===== config.mk =====
export PLATFORM = sky130hd
export DESIGN_NAME = shift_add_mul
export DESIGN_NICKNAME = d
export VERILOG_FILES = /design/src/rtl/shift_add_mul_pkg.sv /design/src/rtl/shift_add_mul_cla64.sv /design/src/rtl/shift_add_mul.sv
export VERILOG_INCLUDE_DIRS = /design/src /design/src/rtl
export SDC_FILE = /design/constraint.sdc
export NUM_CORES = 1
export LEC_CHECK = 0
export ABC_AREA = 1
export CORE_ASPECT_RATIO = 1.2
export CORE_MARGIN = 1
export CORE_UTILIZATION = 46
export DETAILED_ROUTE_END_ITERATION = 7
export DONT_BUFFER_PORTS = 1
export PLACE_DENSITY = 0.62
export SLEW_MARGIN = 30
export SYNTH_ARGS = -nofsm -noshare
export SYNTH_HDL_FRONTEND = slang
export SYNTH_SLANG_ARGS = --single-unit

===== constraint.sdc =====
create_clock -name clk -period 5 [get_ports clk]
set_clock_uncertainty 0.1 [all_clocks]
set_input_delay 1.25 -clock clk [delete_from_list [all_inputs] [get_ports clk]]
set_output_delay 1.25 -clock clk [all_outputs]
set_load 0.005 [all_outputs]

===== src/rtl/mul_defs.vh =====
// Shared constants for the shift-add multiplier: state encodings and datapath widths.
`ifndef MUL_DEFS_VH
`define MUL_DEFS_VH

`define MUL_ST_IDLE     2'b00
`define MUL_ST_EXEC     2'b01
`define MUL_ST_DONE     2'b10

`define MUL_OP_WIDTH    32
`define MUL_PROD_WIDTH  64
`define MUL_EXEC_CYCLES 32

`endif


===== src/rtl/shift_add_mul_pkg.sv =====
// Types and widths for the shift-add multiplier, derived from mul_defs.vh.
package shift_add_mul_pkg;

`include "mul_defs.vh"

    localparam int OP_WIDTH    = `MUL_OP_WIDTH;
    localparam int PROD_WIDTH  = `MUL_PROD_WIDTH;
    localparam int EXEC_CYCLES = `MUL_EXEC_CYCLES;
    localparam int CNT_WIDTH   = $clog2(EXEC_CYCLES + 1);

    typedef enum logic [1:0] {
        IDLE = `MUL_ST_IDLE,
        EXEC = `MUL_ST_EXEC,
        DONE = `MUL_ST_DONE
    } state_t;

endpackage


===== src/rtl/shift_add_mul_cla64.sv =====
// 64-bit carry-lookahead adder: sixteen 4-bit CLA cells, group carries chained cell to cell.
// Latency: combinational. Backpressure: none.
module cla64 (
    input  logic [63:0] a,
    input  logic [63:0] b,
    input  logic        ci,
    output logic [63:0] s,
    output logic        co
);

    logic [63:0] g;
    logic [63:0] p;
    logic [16:0] gc;

    assign g     = a & b;
    assign p     = a ^ b;
    assign gc[0] = ci;
    assign co    = gc[16];

    for (genvar k = 0; k < 16; k++) begin : g_cell
        logic [3:0] gg;
        logic [3:0] pp;
        logic [3:0] c;
        logic       grp_g;
        logic       grp_p;

        assign gg = g[4*k +: 4];
        assign pp = p[4*k +: 4];

        assign c[0] = gc[k];
        assign c[1] = gg[0] | (pp[0] & c[0]);
        assign c[2] = gg[1] | (pp[1] & gg[0]) | (pp[1] & pp[0] & c[0]);
        assign c[3] = gg[2] | (pp[2] & gg[1]) | (pp[2] & pp[1] & gg[0])
                    | (pp[2] & pp[1] & pp[0] & c[0]);

        // Group generate/propagate feed the next cell's carry-in.
        assign grp_g = gg[3] | (pp[3] & gg[2]) | (pp[3] & pp[2] & gg[1])
                     | (pp[3] & pp[2] & pp[1] & gg[0]);
        assign grp_p = &pp;
        assign gc[k+1] = grp_g | (grp_p & c[0]);

        assign s[4*k +: 4] = pp ^ c;
    end

endmodule


===== src/rtl/shift_add_mul.sv =====
// Sequential 32x32 unsigned shift-add multiplier with IDLE/EXEC/DONE control.
// Latency: op_start accepted at edge N gives op_done and the product from edge N+33; op_start ignored in EXEC.
module shift_add_mul
    import shift_add_mul_pkg::*;
(
    input  logic                  clk,
    input  logic                  reset_n,
    input  logic                  op_start,
    input  logic                  op_clear,
    input  logic [OP_WIDTH-1:0]   multiplicand,
    input  logic [OP_WIDTH-1:0]   multiplier,
    output logic [PROD_WIDTH-1:0] result,
    output logic                  busy,
    output logic                  op_done
);

    localparam logic [CNT_WIDTH-1:0] LAST_CNT = CNT_WIDTH'(EXEC_CYCLES);

    state_t                state;
    logic [PROD_WIDTH-1:0] acc;
    logic [PROD_WIDTH-1:0] mcand_sh;
    logic [OP_WIDTH-1:0]   mplier;
    logic [CNT_WIDTH-1:0]  count;
    logic [PROD_WIDTH-1:0] sum;
    logic                  add_co_unused;

    cla64 u_cla64 (
        .a  (acc),
        .b  (mcand_sh),
        .ci (1'b0),
        .s  (sum),
        .co (add_co_unused)
    );

    always_ff @(posedge clk or negedge reset_n) begin
        if (!reset_n) begin
            state    <= IDLE;
            acc      <= '0;
            mcand_sh <= '0;
            mplier   <= '0;
            count    <= '0;
            busy     <= 1'b0;
            op_done  <= 1'b0;
        end else if (op_clear) begin
            state    <= IDLE;
            acc      <= '0;
            mcand_sh <= '0;
            mplier   <= '0;
            count    <= '0;
            busy     <= 1'b0;
            op_done  <= 1'b0;
        end else begin
            case (state)
                IDLE, DONE: begin
                    if (op_start) begin
                        state    <= EXEC;
                        acc      <= '0;
                        mcand_sh <= {{(PROD_WIDTH-OP_WIDTH){1'b0}}, multiplicand};
                        mplier   <= multiplier;
                        count    <= '0;
                        busy     <= 1'b1;
                        op_done  <= 1'b0;
                    end
                end
                EXEC: begin
                    // All 32 add/shift steps are done once count reaches 32; this cycle only hands over to DONE.
                    if (count == LAST_CNT) begin
                        state   <= DONE;
                        busy    <= 1'b0;
                        op_done <= 1'b1;
                    end else begin
                        if (mplier[0]) begin
                            acc <= sum;
                        end
                        mcand_sh <= mcand_sh << 1;
                        mplier   <= mplier >> 1;
                        count    <= count + 1'b1;
                    end
                end
                default: begin
                    state   <= IDLE;
                    busy    <= 1'b0;
                    op_done <= 1'b0;
                end
            endcase
        end
    end

    assign result = acc;

endmodule


# Word level (Yosys, flattened, before mapping)
# Cells that the tools add are included.
[totals]
wordCells = 462
input_bits = 68
ff_bits = 170
output_inout_bits = 66
[op_classes]
n_reduce_logical = 20
eq_ne = 7
add_sub_neg = 1
n_bitwise = 398
muxes = 29
[ops]
columns = ["cell", "n"]
rows = [
  ["$mux 64", 7],
  ["$pmux 64 s2", 2],
  ["$and 1x1->1", 228],
  ["$or 1x1->1", 152],
  ["$mux 32", 3],
  ["$pmux 32 s2", 1],
  ["$xor 4x4->4", 16],
  ["$xor 64x64->64", 1],
  ["$and 63x63->63", 1],
  ["$reduce_and 4->1", 15],
  ["$mux 6", 3],
  ["$ne 3x3->1 const B", 4],
  ["$pmux 6 s2", 1],
  ["$add 6x1->6 const B", 1],
  ["$eq 6x6->1 const B", 1],
  ["$mux 1", 6],
  ["$mux 2", 3],
  ["$pmux 1 s2", 2],
  ["$pmux 2 s2", 1],
  ["$reduce_and 3->1", 1],
  ["$reduce_bool 3->1", 1],
  ["$eq 2x1->1 const B", 1],
  ["$eq 2x2->1 const B", 1],
  ["$logic_not 2->1", 1],
  ["other kinds (2)", 2],
]

# Longest topological paths before layout
# Gate-level depths: netlist of the first run.
[logic_depth]
ltp_word = 40
depth_mapped = 38

# Hierarchy
# Synthesis of the first run repeated with hierarchy kept, for this count alone.
[unflattened]
hier_cells = 1113
area_unflattened_um2 = 9785.6
[by_module_without_submodules]
columns = ["mod", "area_each_um2", "seq_area_each_um2", "instances", "cells_per_inst"]
rows = [
  ["shift_add_mul", 7110.6, 4204.0, 1, 769],
  ["cla64", 2675.1, 0.0, 1, 344],
]

# Worst setup path before layout of the first run
# Ideal clock, no wire load.
[synth_path]
path_kind = "register to register"
start = "register acc[3] (netlist: result[3])"
end = "register acc[60] (netlist: result[60])"
arrival_ps = 3445
path_buffers = 0
required_time_ps = 4817
path_stages_with_launch = 36
slack_ps = 1373
setup_time_ps = 83
cell_sequence = "dfrtp_1 ha_1 or2_0 nand2_1 nand2_2 nand2_2 nand2_4 nand2_4 nand2_4 nand2_4 nand2_4 nand2_4 nand2_4 nand2_4 nand2_4 nand2_4 nand2_4 nand2_4 nand2_4 nand2_4 nand2_4 nand2_4 nand2_4 nand2_4 nand2_4 nand2_4 nand2_4 nand2_4 nand2_2 nand2_4 nand2_4 nand2_4 nand2_4 inv_2 fa_1 o21ai_0"
[synth_via]
elab_chain_cells = 38
[synth_rtl]
columns = ["element", "line", "text"]
rows = [
  ["from (decl)", "shift_add_mul.sv:20", "logic [PROD_WIDTH-1:0] acc;"],
  ["from (signal assigned)", "shift_add_mul.sv:73", "acc <= sum;"],
  ["$xor 64x64->64", "shift_add_mul_cla64.sv:16", "assign p = a ^ b;"],
  ["$and 1x1->1, on equally long branches", "shift_add_mul_cla64.sv:37, shift_add_mul_cla64.sv:38", ""],
  ["$or 1x1->1, or another cell as far along", "shift_add_mul_cla64.sv:37", "assign grp_g = gg[3] | (pp[3] & gg[2]) | (pp[3] & pp[2] & gg[1])"],
  ["$or 1x1->1 / $and 1x1->1 (equally long branches)", "shift_add_mul_cla64.sv:37, shift_add_mul_cla64.sv:38", ""],
  ["$or 1x1->1 (*)", "shift_add_mul_cla64.sv:38", "| (pp[3] & pp[2] & pp[1] & gg[0]);"],
  ["$and 1x1->1 (*)", "shift_add_mul_cla64.sv:40", "assign gc[k+1] = grp_g | (grp_p & c[0]);"],
  ["$or 1x1->1 (*)", "shift_add_mul_cla64.sv:40", ""],
  ["$and 1x1->1 (*)", "shift_add_mul_cla64.sv:40", ""],
  ["[22 not listed]", "--", ""],
  ["$or 1x1->1 (*)", "shift_add_mul_cla64.sv:40", ""],
  ["$and 1x1->1 (*)", "shift_add_mul_cla64.sv:40", ""],
  ["$or 1x1->1 (*)", "shift_add_mul_cla64.sv:40", ""],
  ["$xor 4x4->4 (*)", "shift_add_mul_cla64.sv:42", "assign s[4*k +: 4] = pp ^ c;"],
  ["$mux 64 (*)", "shift_add_mul.sv:72", "if (mplier[0]) begin"],
  ["$mux 64 (*)", "shift_add_mul.sv:67", "if (count == LAST_CNT) begin"],
  ["$pmux 64 s2 (*)", "shift_add_mul.sv:53", "case (state)"],
  ["$mux 64 (*)", "shift_add_mul.sv:44", "end else if (op_clear) begin"],
]
# Mark *: on every way between the ends. The rest lies on a longest branch, timed or not. The select of a mux whose other input is x is not followed.
# A chain may end at the register's enable or synchronous reset.

# Final worst setup path of the first run
# Ends and elaborated chain as after synthesis.

==> results.md, run 1 <==
* Run status: complete, no violations
* Top FF cell, synth: dfrtp_1
* Critical path class: reg -> reg
* Drt initial violations at 310
* Clk_lat worst skew at 0.43 ns
* Yosys warning total at 0
* Power per standard cell area at 321 mW/mm2
* Largest stage delay, worst path at 0.42 ns
* Initial antenna violation count at 0
* Routed wire per std cell at 16.4 um
* Sw Share at 0.296
* Power share of the clock group at 0.403
* RePlAce Congestion at 0.797
* Max-cap viol count at 0
* LEAKAGE at around 0.005 uW
* H-tree level count at 4
* CP max FO at 4
* TritonCTS clock tree: built
* Via density at 5.54
* Vias in the first global route at 7224
* Final Max Tran Viols at 0
* DP Worst Slack at 1.03 ns
* # diodes at 0
* CTS root buffer: clkbuf_16
* Port Buffers at 0
* Core footprint at 0.0202 mm2
* CTS-repair resized insts at 0
* Slew HR at 0.419
* DRC at 0
* Worst hold path class: reg -> reg
* Crit path time final at 3.99 ns
* Crit-path most repeated cell: nand2_4
* Post-CTS Hold Fix Bufs at 0
* Logic pwr share at 0.129
* Design Area, Final at 0.0103 mm2
* Number of flops mapped to enable cells by yosys at 0
* CP endpoint kind: flop
* Final worst-path cycle share at 0.798
* Worst EP required at 5.25 ns
* DIE WIDTH at 133 um
* Min Hold Slack at 0.394 ns
* Crit path launch type: flop
* Setup TNS after final layout at 0 ns
* Setup violations, final at 0
* CTS buffer count at 17
* Share of layout cells above drive strength 1 at 0.0865
* Global-route wire length before repair at 36500 um
* Post-DP HPWL at about 14000 um
* DR vias at approximately 7200
* Switching Power at 976 uW
* Num ports at 134
* Slowest stage cell, crit path: dfrtp_1
* CTS Buffer Depth at 2
* Seq/Total Area, Yosys at 0.445
* Worst IR Drop VDD at 0.261 mV
* RSZ-0062 raised after global routing: false
* FF+latch count, synth at 168
* Syn Inst Count at 1050
* Max Freq at 0.251 GHz
* Die Span Y at 159 um
* Post-Syn Nets at approximately 1200
* Register share of total power at 0.469
* Nets@finish at about 1200
* P&R area growth vs syn at 8.61%
* Cell Area, Synth at roughly 0.0094 mm2
* Total congestion overflow at 0
* Post-CTS Setup Bufs at 0
* Clock transition at path regs at 0.07 ns
* Setup slack after layout at 1.01 ns
* Clock sinks at 168
* Total track usage at 0.216
* Ys async rst share at 1.00
* Int Power at 2320 uW
* Post-Syn Area per Cell at 9.00 um2
* Cell variety after synth at 37
* Fin. Hold Viols at 0
* CP Data Arrival Time at ~4.2 ns
* Die Footprint at 0.0211 mm2
* Final ANT Viol Nets at 0
* Routed WL at 21500 um
* Largest net degree at the start of global routing at 169
* Row count at between 50 and 60
* Worst-margin pin slew at slightly below 0.9 ns
* Initial core utilization at 0.468
* Placed Area at 0.00967 mm2
* Drt pass-1 iters at 4
-- metal layers --
layer	track usage	vias to the layer above	share of wire
li1	-	3587	-
met1	0.278	3493	0.46
met2	0.357	132	0.48
met3	0.0522	19	0.048
met4	0.0648	0	0.014
met5	0	-	0
-- Yosys cell counts, types with 10 or more instances --
master    count  share of area
nand3_1      37          0.020
clkbuf_1     48          0.019
inv_1        59          0.023
nor3_1       18         0.0095
nand2_1     213          0.085
a21oi_1      98          0.052
fa_1         16          0.034
xnor2_1      15          0.014
nor2_1       45          0.018
a32o_1       13          0.014
o21ai_0     118          0.063
a22o_1       16          0.015
dfrtp_1     168           0.45
a21o_1       10         0.0079
nand2_4      27          0.032
o31ai_1      15          0.012
ha_1         65          0.086
a22oi_1      33          0.026
-- flip-flops by register name (all words and copies together), names as in the netlist --
signal,count
mcand_sh,64
result,64
mplier,32
count,6
op_done,1
state,1
-- power groups by stage --
| stage | registers [uW] | clock network [uW] | logic [uW] |
|---|---|---|---|
| after CTS | 1540 | 1360 | 431 |
| after floorplan | 1540 | 0 | 332 |
| final | 1540 | 1330 | 424 |
| after global placement | 1570 | 0 | 422 |
| after detailed placement | 1570 | 0 | 428 |
| after global routing | 1560 | 1400 | 489 |
-- worst paths after layout --
kind,from,to,slack (ns),cells past startpoint
max,result[3],result[60],1.01,35
min,mplier[31],mplier[31],0.39,2
max reg2reg,result[3],result[60],1.01,35
min reg2reg,mplier[31],mplier[31],0.39,2
max in group asynchronous,reset_n,result[23],3.92,0
min in group asynchronous,reset_n,result[50],0.41,0
-- worst max-delay path, delay by kind of cell, from the launching register on --
kind,cells,cell delay [ns]
AO/OA/AOI/OAI,1,0.16
AND/OR/NAND/NOR,31,2.36
adder cells (fa/ha/maj),2,0.77
buffers and inverters,1,0.07
flip-flops,1,0.42
-- layout make-up --
type,count,area (um2)
flip-flops and latches,168,4200
repair buffers,11,82.6
inverters,61,229
clock buffers,17,425
well taps,265,332
multi-input cells,768,4830
clock inverters,15,159
fillers,1891,9920
-- layout by cell type (no fill, tap or decap), types with 2 or more instances in the layout --
master     instances
inv_8              3
clkinv_1           2
or2_2              6
nor2_2             4
nand3_1           37
nor2_1            43
o21bai_1           2
buf_4             11
fa_1              16
a22oi_1           33
nand2_2            3
a21o_1            10
inv_6              6
a21oi_2            2
nand2_4           28
dfrtp_1          168
o31ai_1           15
a22o_1            16
clkbuf_16         17
o21ai_0          117
a31oi_1            2
xor2_1             2
nor3_1            18
a21oi_1           98
xnor2_1           15
inv_1             58
o21ai_1            2
ha_1              65
nand2_1          212
a32o_1            13
clkinv_4           4
-- logic make-up (layout without fill, tap and decap cells) --
family	Yosys count	count (layout)	synth area share
xor+xnor	17	17	0.0158
buf+inv	114	104	0.0469
fa+ha+maj	81	81	0.120
flops	168	168	0.445
simple gates	357	357	0.175
compound gates	313	313	0.197
-- stage by stage --
stage / utilization / cells / total power (uW)
floorplan: - / 1050 / 1880
global placement: 0.479 / 1273 / 1990
detailed placement: 0.479 / 1273 / 2000
CTS: 0.508 / 1305 / 3330
global route: 0.508 / 1305 / 3450
finish: 0.508 / 1305 / 3290
No activity file was read; power rests on OpenSTA's default activity.
==> run 2, diff against run 1 <==
Clock period 5 ns to 4.15 ns, I/O delays scaled along.
==> results.md, run 2 (synthesis results as in run 1) <==
* DRC at 0 (unchanged)
* Routed wire per std cell at 16.5 um (+0.30%)
* Non-filler cells, final at 1308 (+0.23%)
* Crit-path most repeated cell: nand2_4
* Largest net degree at the start of global routing at 169 (unchanged)
* Port Buffers at 0 (unchanged)
* Fin. Hold Viols at 0 (unchanged)
* Routed WL at 21600 um (+0.53%)
* Worst-margin pin slew at 0.817 ns (-0.0542 ns)
* R2R Setup Slk at 0.26 ns (-0.75 ns)
* Placed cells at 1276 (+0.24%)
* Final Max Tran Viols at 0 (unchanged)
* CP endpoint kind: flop
* P&R area growth vs syn at 9.25%
* CP Data Arrival Time at 4.13 ns (-0.11 ns)
* CTS buffer count at 17 (unchanged)
* Final ANT Viol Nets at 0 (unchanged)
* TritonCTS clock tree: built
* Largest stage delay, worst path at 0.47 ns (+0.05 ns)
* Crit path time final at 3.89 ns (-0.100 ns)
* CP max FO at 4 (unchanged)
* Global-route wire length before repair at 36600 um (about the same)
* Final worst-path cycle share at 0.938 (+0.139)
* Setup violations, final at 0 (unchanged)
* Largest delay share family, worst path: simple AND/OR/NAND/NOR gates
* LEAKAGE at 0.00505 uW (+0.34%)
* Run status: complete, no violations
* Clock sinks at 168 (unchanged)
* Worst IR Drop VDD at 0.295 mV (+13%)
* Drt initial violations at 468 (+51%)
* RePlAce Congestion at 0.790 (-0.84%)
* Design Area, Final at 0.0103 mm2 (+0.58%)
* Post-DP HPWL at 14200 um (+1.6%)
* Placed Area at 0.00970 mm2 (+0.23%)
* Initial core utilization at 0.468 (unchanged)
* DP Worst Slack at 0.180 ns (-0.853 ns)
* WP buf/inv at 1 (unchanged)
* Clock transition at path regs at 0.07 ns (about the same)
* DIE WIDTH at 133 um (unchanged)
* Die Footprint at 0.0211 mm2 (unchanged)
* Vias in the first global route at 7180 (-0.61%)
* Core footprint at 0.0202 mm2 (unchanged)
* Worst hold path class: in -> async
* Slew HR at 0.455 (+0.0355)
* Via density at 5.50 (-0.68%)
* R2r startpoint: result[1]
* CTS root buffer: clkbuf_16
* Post-CTS Setup Bufs at 0 (unchanged)
* Nets@finish at 1179 (+0.26%)
* Min Hold Slack at 0.210 ns (-0.183 ns)
* Worst EP required at 4.39 ns (-0.86 ns)
* RSZ-0062 raised after global routing: false
* Row count at 57 (unchanged)
* Max Freq at 0.257 GHz (+2.6%)
* Critical path class: reg -> reg
* Max-cap viol count at 0 (unchanged)
* Setup slack after layout at 0.259 ns (-0.750 ns)
* Worst R2R End: result[61]
* DR vias at 7198 (-0.46%)
* Total track usage at 0.215 (-0.000314)
* Initial antenna violation count at 0 (unchanged)
* H-tree level count at 4 (unchanged)
* Clk_lat worst skew at 0.42 ns (about the same)
* Slowest stage cell, crit path: dfrtp_1
* CTS Buffer Depth at 2 (unchanged)
* # diodes at 0 (unchanged)
* Most frequent cells in the layout: nand2_1, dfrtp_1, o21ai_0, a21oi_1, ha_1
* Num ports at 134 (unchanged)
* Drt pass-1 iters at 5 (+1)
* Die Span Y at 159 um (unchanged)
* Share of layout cells above drive strength 1 at 0.0930 (+0.00646)
* Setup TNS after final layout at 0 ns (unchanged)
* Worst reg2reg path depth at 35 (unchanged)
* Power per standard cell area at 387 mW/mm2 (+21%)
* Fill count at 1938 (+2.5%)
* Most common cell after layout, fill and taps aside: nand2_1
* Total congestion overflow at 0 (unchanged)
* Crit path launch type: flop
## run 2: changes by cell type in the layout (fill, tap and decap cells not counted), sizes merged
cell / change
clkinv: +1
buf: +3
inv: -2
bufinv: +1
## run 2: timing repair
action / 4_1_cts / 5_1_grt
gates resized for setup: 0 / 4
setup endpoints to repair: 0 / 2
hold endpoints to repair: 0 / 0
hold buffers: 0 / 0
## run 2: area by class of cell
class | instances | area (um2) | share of cell area
well taps | 265 | 332 | 0.0321
inverters | 61 | 229 | 0.0222
flip-flops and latches | 168 | 4200 | 0.407
clock inverters | 15 | 164 | 0.0159
repair buffers | 14 | 105 | 0.0102
multi-input cells | 768 | 4860 | 0.471
clock buffers | 17 | 425 | 0.0412
## run 2: layer usage
metal | vias to the layer above | GRT usage | part of all wire
met2 | 128 | 0.354 | 0.49
met5 | - | 0 | 0
met3 | 12 | 0.0649 | 0.057
met4 | 0 | 0.0449 | 0.0073
met1 | 3472 | 0.280 | 0.45
li1 | 3586 | - | -
## run 2: how the worst max path moves through the flow
| stage | cells past startpoint | slack, ns | end | start |
|---|---|---|---|---|
| 2_1_floorplan | 35 | 0.52 | result[60] | result[3] |
| 3_3_place_gp | 35 | 0.26 | result[60] | result[3] |
| 3_5_place_dp | 35 | 0.18 | result[60] | result[3] |
| 4_1_cts | 37 | 0.15 | result[61] | result[2] |
| 5_1_grt | 35 | 0.006 | result[60] | result[3] |
| 6_report | 35 | 0.26 | result[61] | result[1] |
## run 2: report_power, final
| part | switching, uW | internal [uW] | leakage, uW |
|---|---|---|---|
| clock | 711 | 902 | 0.000291 |
| sequential | 101 | 1760 | 0.00228 |
| combinational | 338 | 183 | 0.00248 |
## run 2: stage by stage
| step | total power [uW] | utilization |
|---|---|---|
| 5_1_grt | 4200 | 0.511 |
| 4_1_cts | 4040 | 0.510 |
| 2_1_floorplan | 2260 | - |
| 3_3_place_gp | 2400 | 0.480 |
| 3_5_place_dp | 2410 | 0.480 |
| 6_report | 4000 | 0.511 |
==> RTL change 1: new RTL, config.mk and constraints of run 1 <==
Change the macro `MUL_OP_WIDTH` from 32 to 28.
--- a/src/rtl/mul_defs.vh
+++ b/src/rtl/mul_defs.vh
@@ -6,7 +6,7 @@
 `define MUL_ST_EXEC     2'b01
 `define MUL_ST_DONE     2'b10
 
-`define MUL_OP_WIDTH    32
+`define MUL_OP_WIDTH    28
 `define MUL_PROD_WIDTH  64
 `define MUL_EXEC_CYCLES 32
 
Ports: changed (resized multiplicand and multiplier); port bits go from 134 to 126. No check against the original RTL was run, so the function may have changed too.
==> RTL change 1 against run 1 <==
Sequential cell count is 4 lower; setup slack gained 0.017 ns; routed wire length fell by 3.9%; fmax increased by 0.42%; via count down 1.5%; total power shrank 5.1%; final area is 1.4% lower; area after synthesis fell by 1.0%; worst hold slack worse by 0.012 ns; critical path type unchanged; critical endpoint unchanged; largest cell class unchanged; highest routed layer unchanged.
==> RTL change 1: results (changes against run 1) <==
* Part of the Yosys area used for sequential elements: 43.9% (-0.60 points)
* Outcome: complete, no violations
* Estimated wirelength of the detail-placed design: 13500 um (-3.9%)
- Antenna Cells: 0 (unchanged)
- The wire length after detailed routing is 20600 um (-3.9%).
- YS warnings: 0 (unchanged)
- The worst slew slack as a fraction of its limit is 47.2% (+5.3 points).
- The synthesized area divided by synthesized cell count is 8.80 um^2 (-2.2%).
- The wire length on met2 came to 10200 um (-0.93%).
* Number of setup buffers added after CTS: 0 (unchanged)
- The number of buffers on the longest clock path is 2 (unchanged).
- The cell leakage power is 5.03 nW (about the same).
- Cells after DPL: 1281 (+0.63%)
- The via density per instance came to 5.43 (-2.1%).
- Clock tree root buffer cell: sky130_fd_sc_hd__clkbuf_16
* Post-Synth XOR/XNOR Area: 1.59% (+0.017 points)
* Overall global routing resource usage: 21.2% (-0.36 points)
- Adder and majority gate portion of the synthesized area: 12.1% (+0.13 points)
- The iteration-0 DRC count of the detailed router was 381 (+23%).
- The detailed-route wire length on metal 1 came to 9290 um (-5.8%).
* Total met3 wirelength after detailed routing: 942 um (-9.2%)
- The number of global-route vias before repair came to 7134 (-1.2%).
- The initial antenna violation count was 0 (unchanged).
- Classification of the worst-slack hold path: flop to flop
- Routability cong.: 0.768 (-3.6%)
- The wire length of the first global-routing pass was 35400 um (-3.2%).
* Synth top area cells: sky130_fd_sc_hd__dfrtp_1 44%, sky130_fd_sc_hd__nand2_1 9.7%, sky130_fd_sc_hd__ha_1 8.7%
* Distinct cell type count of the synthesized netlist: 38 (+2.7%)
- Inserted Clock Buffers: 17 (unchanged)
- Arrival time worst endpoint: 4.21 ns (-0.03 ns)
- The share of the synthesized area in compound gates (AO/OA/AOI/OAI) was 15.7% (-4.0 points).
- Layout Nets: 1180 (+0.34%)
- Post-synth top cells: 242 x sky130_fd_sc_hd__nand2_1, 164 x sky130_fd_sc_hd__dfrtp_1, 85 x sky130_fd_sc_hd__nor2_1
- Clock-pin slew of the registers on the worst-case setup and hold paths: approximately 0.060 ns
* Worst IR drop on VDD: 245 uV (-6.3%)
- The maximum number of pins on one net before global-route repair came to 165 (-2.4%).
- Per-cell routed wire length: 15.7 um (-4.4%)
- The proportion of layout cells with a drive suffix above 1 is 8.17% (-0.48 points).
RTL change 1: worst paths after layout:
path | end | depth (start not counted) | start | slack [ns]
worst max-delay path | result[60] | 35 | result[3] | 1.03
worst min-delay path | mplier[12] | 2 | mplier[12] | 0.38
worst max register to register | result[60] | 35 | result[3] | 1.03
worst min register to register | mplier[12] | 2 | mplier[12] | 0.38
max in group asynchronous | mplier[14] | 0 | reset_n | 3.85
min in group asynchronous | result[22] | 0 | reset_n | 0.42
RTL change 1: report_power, final:
group          switching [mW]  internal, mW  total [mW]
logic                   0.275         0.150       0.425
registers              0.0758          1.42        1.49
clock network           0.533         0.672        1.20
RTL change 1: kinds of logic after synthesis:
family,Yosys count
adder cells (fa/ha/maj),81
XOR/XNOR,17
AND/OR/NAND/NOR,446
flip-flops,164
AO/OA/AOI/OAI,231
buffers and inverters,123
RTL change 1: per-stage QoR:
stage / hold slack (ns) / setup slack [ns] / area [um^2]
4_1_cts: 0.385 / 0.982 / 10100
5_1_grt: 0.394 / 0.710 / 10100
3_3_place_gp: 0.365 / 1.11 / 9550
2_1_floorplan: 0.348 / 1.37 / 9350
6_report: 0.382 / 1.03 / 10100
3_5_place_dp: 0.366 / 0.967 / 9580
RTL change 1: layout make-up:
cell class | count | area [um^2]
inverters | 71 | 268
fillers | 1924 | 9640
well taps | 261 | 327
clock buffers | 24 | 482
flip-flops and latches | 164 | 4100
repair buffers | 10 | 95.1
clock inverters | 8 | 52.6
multi-input cells | 775 | 4790
RTL change 1: worst max-delay path, delay by kind of cell (launching register included):
kind                       cells  cell delay [ns]
adders and majority gates      2             0.74
AOI/OAI and AO/OA              1             0.18
buffers and inverters          1             0.08
DFF                            1             0.41
and+or+nand+nor               31             2.35
RTL change 1: metal layers:
layer	vias up	track usage [%]
li1	3569	-
met1	3432	25.9
met2	108	37.3
met3	17	4.93
met4	0	6.09
met5	-	0
==> RTL change 2: new RTL, settings of run 1 <==
Without the edit above. One comparison of `count` changes from == to >=.
--- a/src/rtl/shift_add_mul.sv
+++ b/src/rtl/shift_add_mul.sv
@@ -64,7 +64,7 @@
                 end
                 EXEC: begin
                     // All 32 add/shift steps are done once count reaches 32; this cycle only hands over to DONE.
-                    if (count == LAST_CNT) begin
+                    if (count >= LAST_CNT) begin
                         state   <= DONE;
                         busy    <= 1'b0;
                         op_done <= 1'b1;
Formal check against the unedited RTL: same outputs for any inputs over 4 cycles, from zero or initial values and one cycle with reset_n low; that may be too few to reach the edited logic, so the function may still have changed.
==> RTL change 2 against run 1 <==
Final area grew 0.66%; global-route usage shrank 0.57 points; first-iteration DRC count grew 15%; setup slack gained 0.027 ns; critical path type unchanged; area after synthesis grew 0.20%; critical path depth is the same; total power shrank 6.1%; routed wire length shrank 2.2%; sequential cell count is the same.
==> RTL change 2: results (changes against run 1) <==
- First-pass GRT wire length: 35600 um (-2.6%)
- The met3 layer wire length in the routed design is 1090 um (+5.4%).
* Post-Synth XOR/XNOR Area: 1.67% (+0.089 points)
* Adder and majority gate portion of the synthesized area: 12.0% (-0.024 points)
- The area after detailed placement came to 0.00972 mm^2 (+0.43%).
* Synth Area in Compound Gates: 16.6% (-3.1 points)
- The combinational-cell power consumption came to 263 uW (-38%).
- The minimum setup slack after placement is 0.987 ns (-0.0456 ns).
- Cells after DPL: 1260 (-1.0%)
- Distinct cell type count of the synthesized netlist: 40 (+8.1%)
- Outcome: complete, no violations
- The worst hold margin came to 0.386 ns (-0.00705 ns).
* Worst hold endpoint: mplier[29]
- Drt first-iter violations: 356 (+15%)
* Via count normalized by instance count: 5.39 (-2.8%)
* Fraction of synthesized area in multiplexers: 2.96% (+3.0 points)
- The register-to-register setup slack came to 1.04 ns (+0.03 ns).
- Met1 track demand over resource: 27.2% (-0.60 points)
* Leakage power: 5.21 nW (+3.6%)
- Estimated wirelength of the detail-placed design: 14200 um (+1.5%)
- F_max: 252 MHz (+0.67%)
- Slew at the pin with the worst max-slew slack: 0.767 ns (-0.104 ns)
- The fraction of met3 tracks used by global routing came to 4.87% (-0.35 points).
- The net switching fraction of the power was 26.5% (-3.1 points).
* Total power consumption of the routed design: 3.09 mW (-6.1%)
* Part of the Yosys area used for sequential elements: 44.4% (-0.088 points)
- Total wire length: 21000 um (-2.2%)
* Overall global routing resource usage: 21.0% (-0.57 points)
* Length of routed met2 wiring: 10300 um (+0.28%)
- Sorting the synthesized cells by area gives the leading types as sky130_fd_sc_hd__dfrtp_1 44%, sky130_fd_sc_hd__ha_1 8.6%, sky130_fd_sc_hd__nand2_1 8.1%.
- The highest fanout seen on the critical path was 3 (-1).
* Post-synth top cells: 203 x sky130_fd_sc_hd__nand2_1, 168 x sky130_fd_sc_hd__dfrtp_1, 116 x sky130_fd_sc_hd__o21ai_0
- Gate Count Post-Synth: 1031 (-1.8%)
* Mapped Nets: 1180 (-1.6%)
- The met2 routing resource usage after global routing was 34.4% (-1.3 points).
* Arrival time worst endpoint: 4.22 ns (-0.02 ns)
* Layout cell share with drive strength beyond 1: 8.86% (+0.21 points)
- The number of global-route vias before repair was 7000 (-3.1%).
==> RTL change 2: cell count changes after synthesis, moves of 4 or more <==
cell,run 1,this run
sky130_fd_sc_hd__a21oi_1,98,40
sky130_fd_sc_hd__a22oi_1,33,0
sky130_fd_sc_hd__clkbuf_1,48,42
sky130_fd_sc_hd__inv_1,59,90
sky130_fd_sc_hd__mux2i_1,0,28
sky130_fd_sc_hd__nand2_1,213,203
sky130_fd_sc_hd__nand3_1,37,33
sky130_fd_sc_hd__o22ai_1,0,30
==> RTL change 2: worst max-delay path: cells and delay by family (launching register included) <==
family	cells	cell delay, ns
AO/OA/AOI/OAI	1	0.16
flip-flops	1	0.42
AND/OR/NAND/NOR	31	2.39
adder cells (fa/ha/maj)	2	0.75
buffers and inverters	1	0.07
==> RTL change 2: final cells by class <==
type	instances	area, um^2
Sequential cell	168	4200
Tap cell	265	332
Timing Repair Buffer	9	71.3
Inverter	93	349
Fill cell	1884	9860
Clock inverter	15	181
Clock buffer	17	425
Multi-Input combinational cell	725	4760
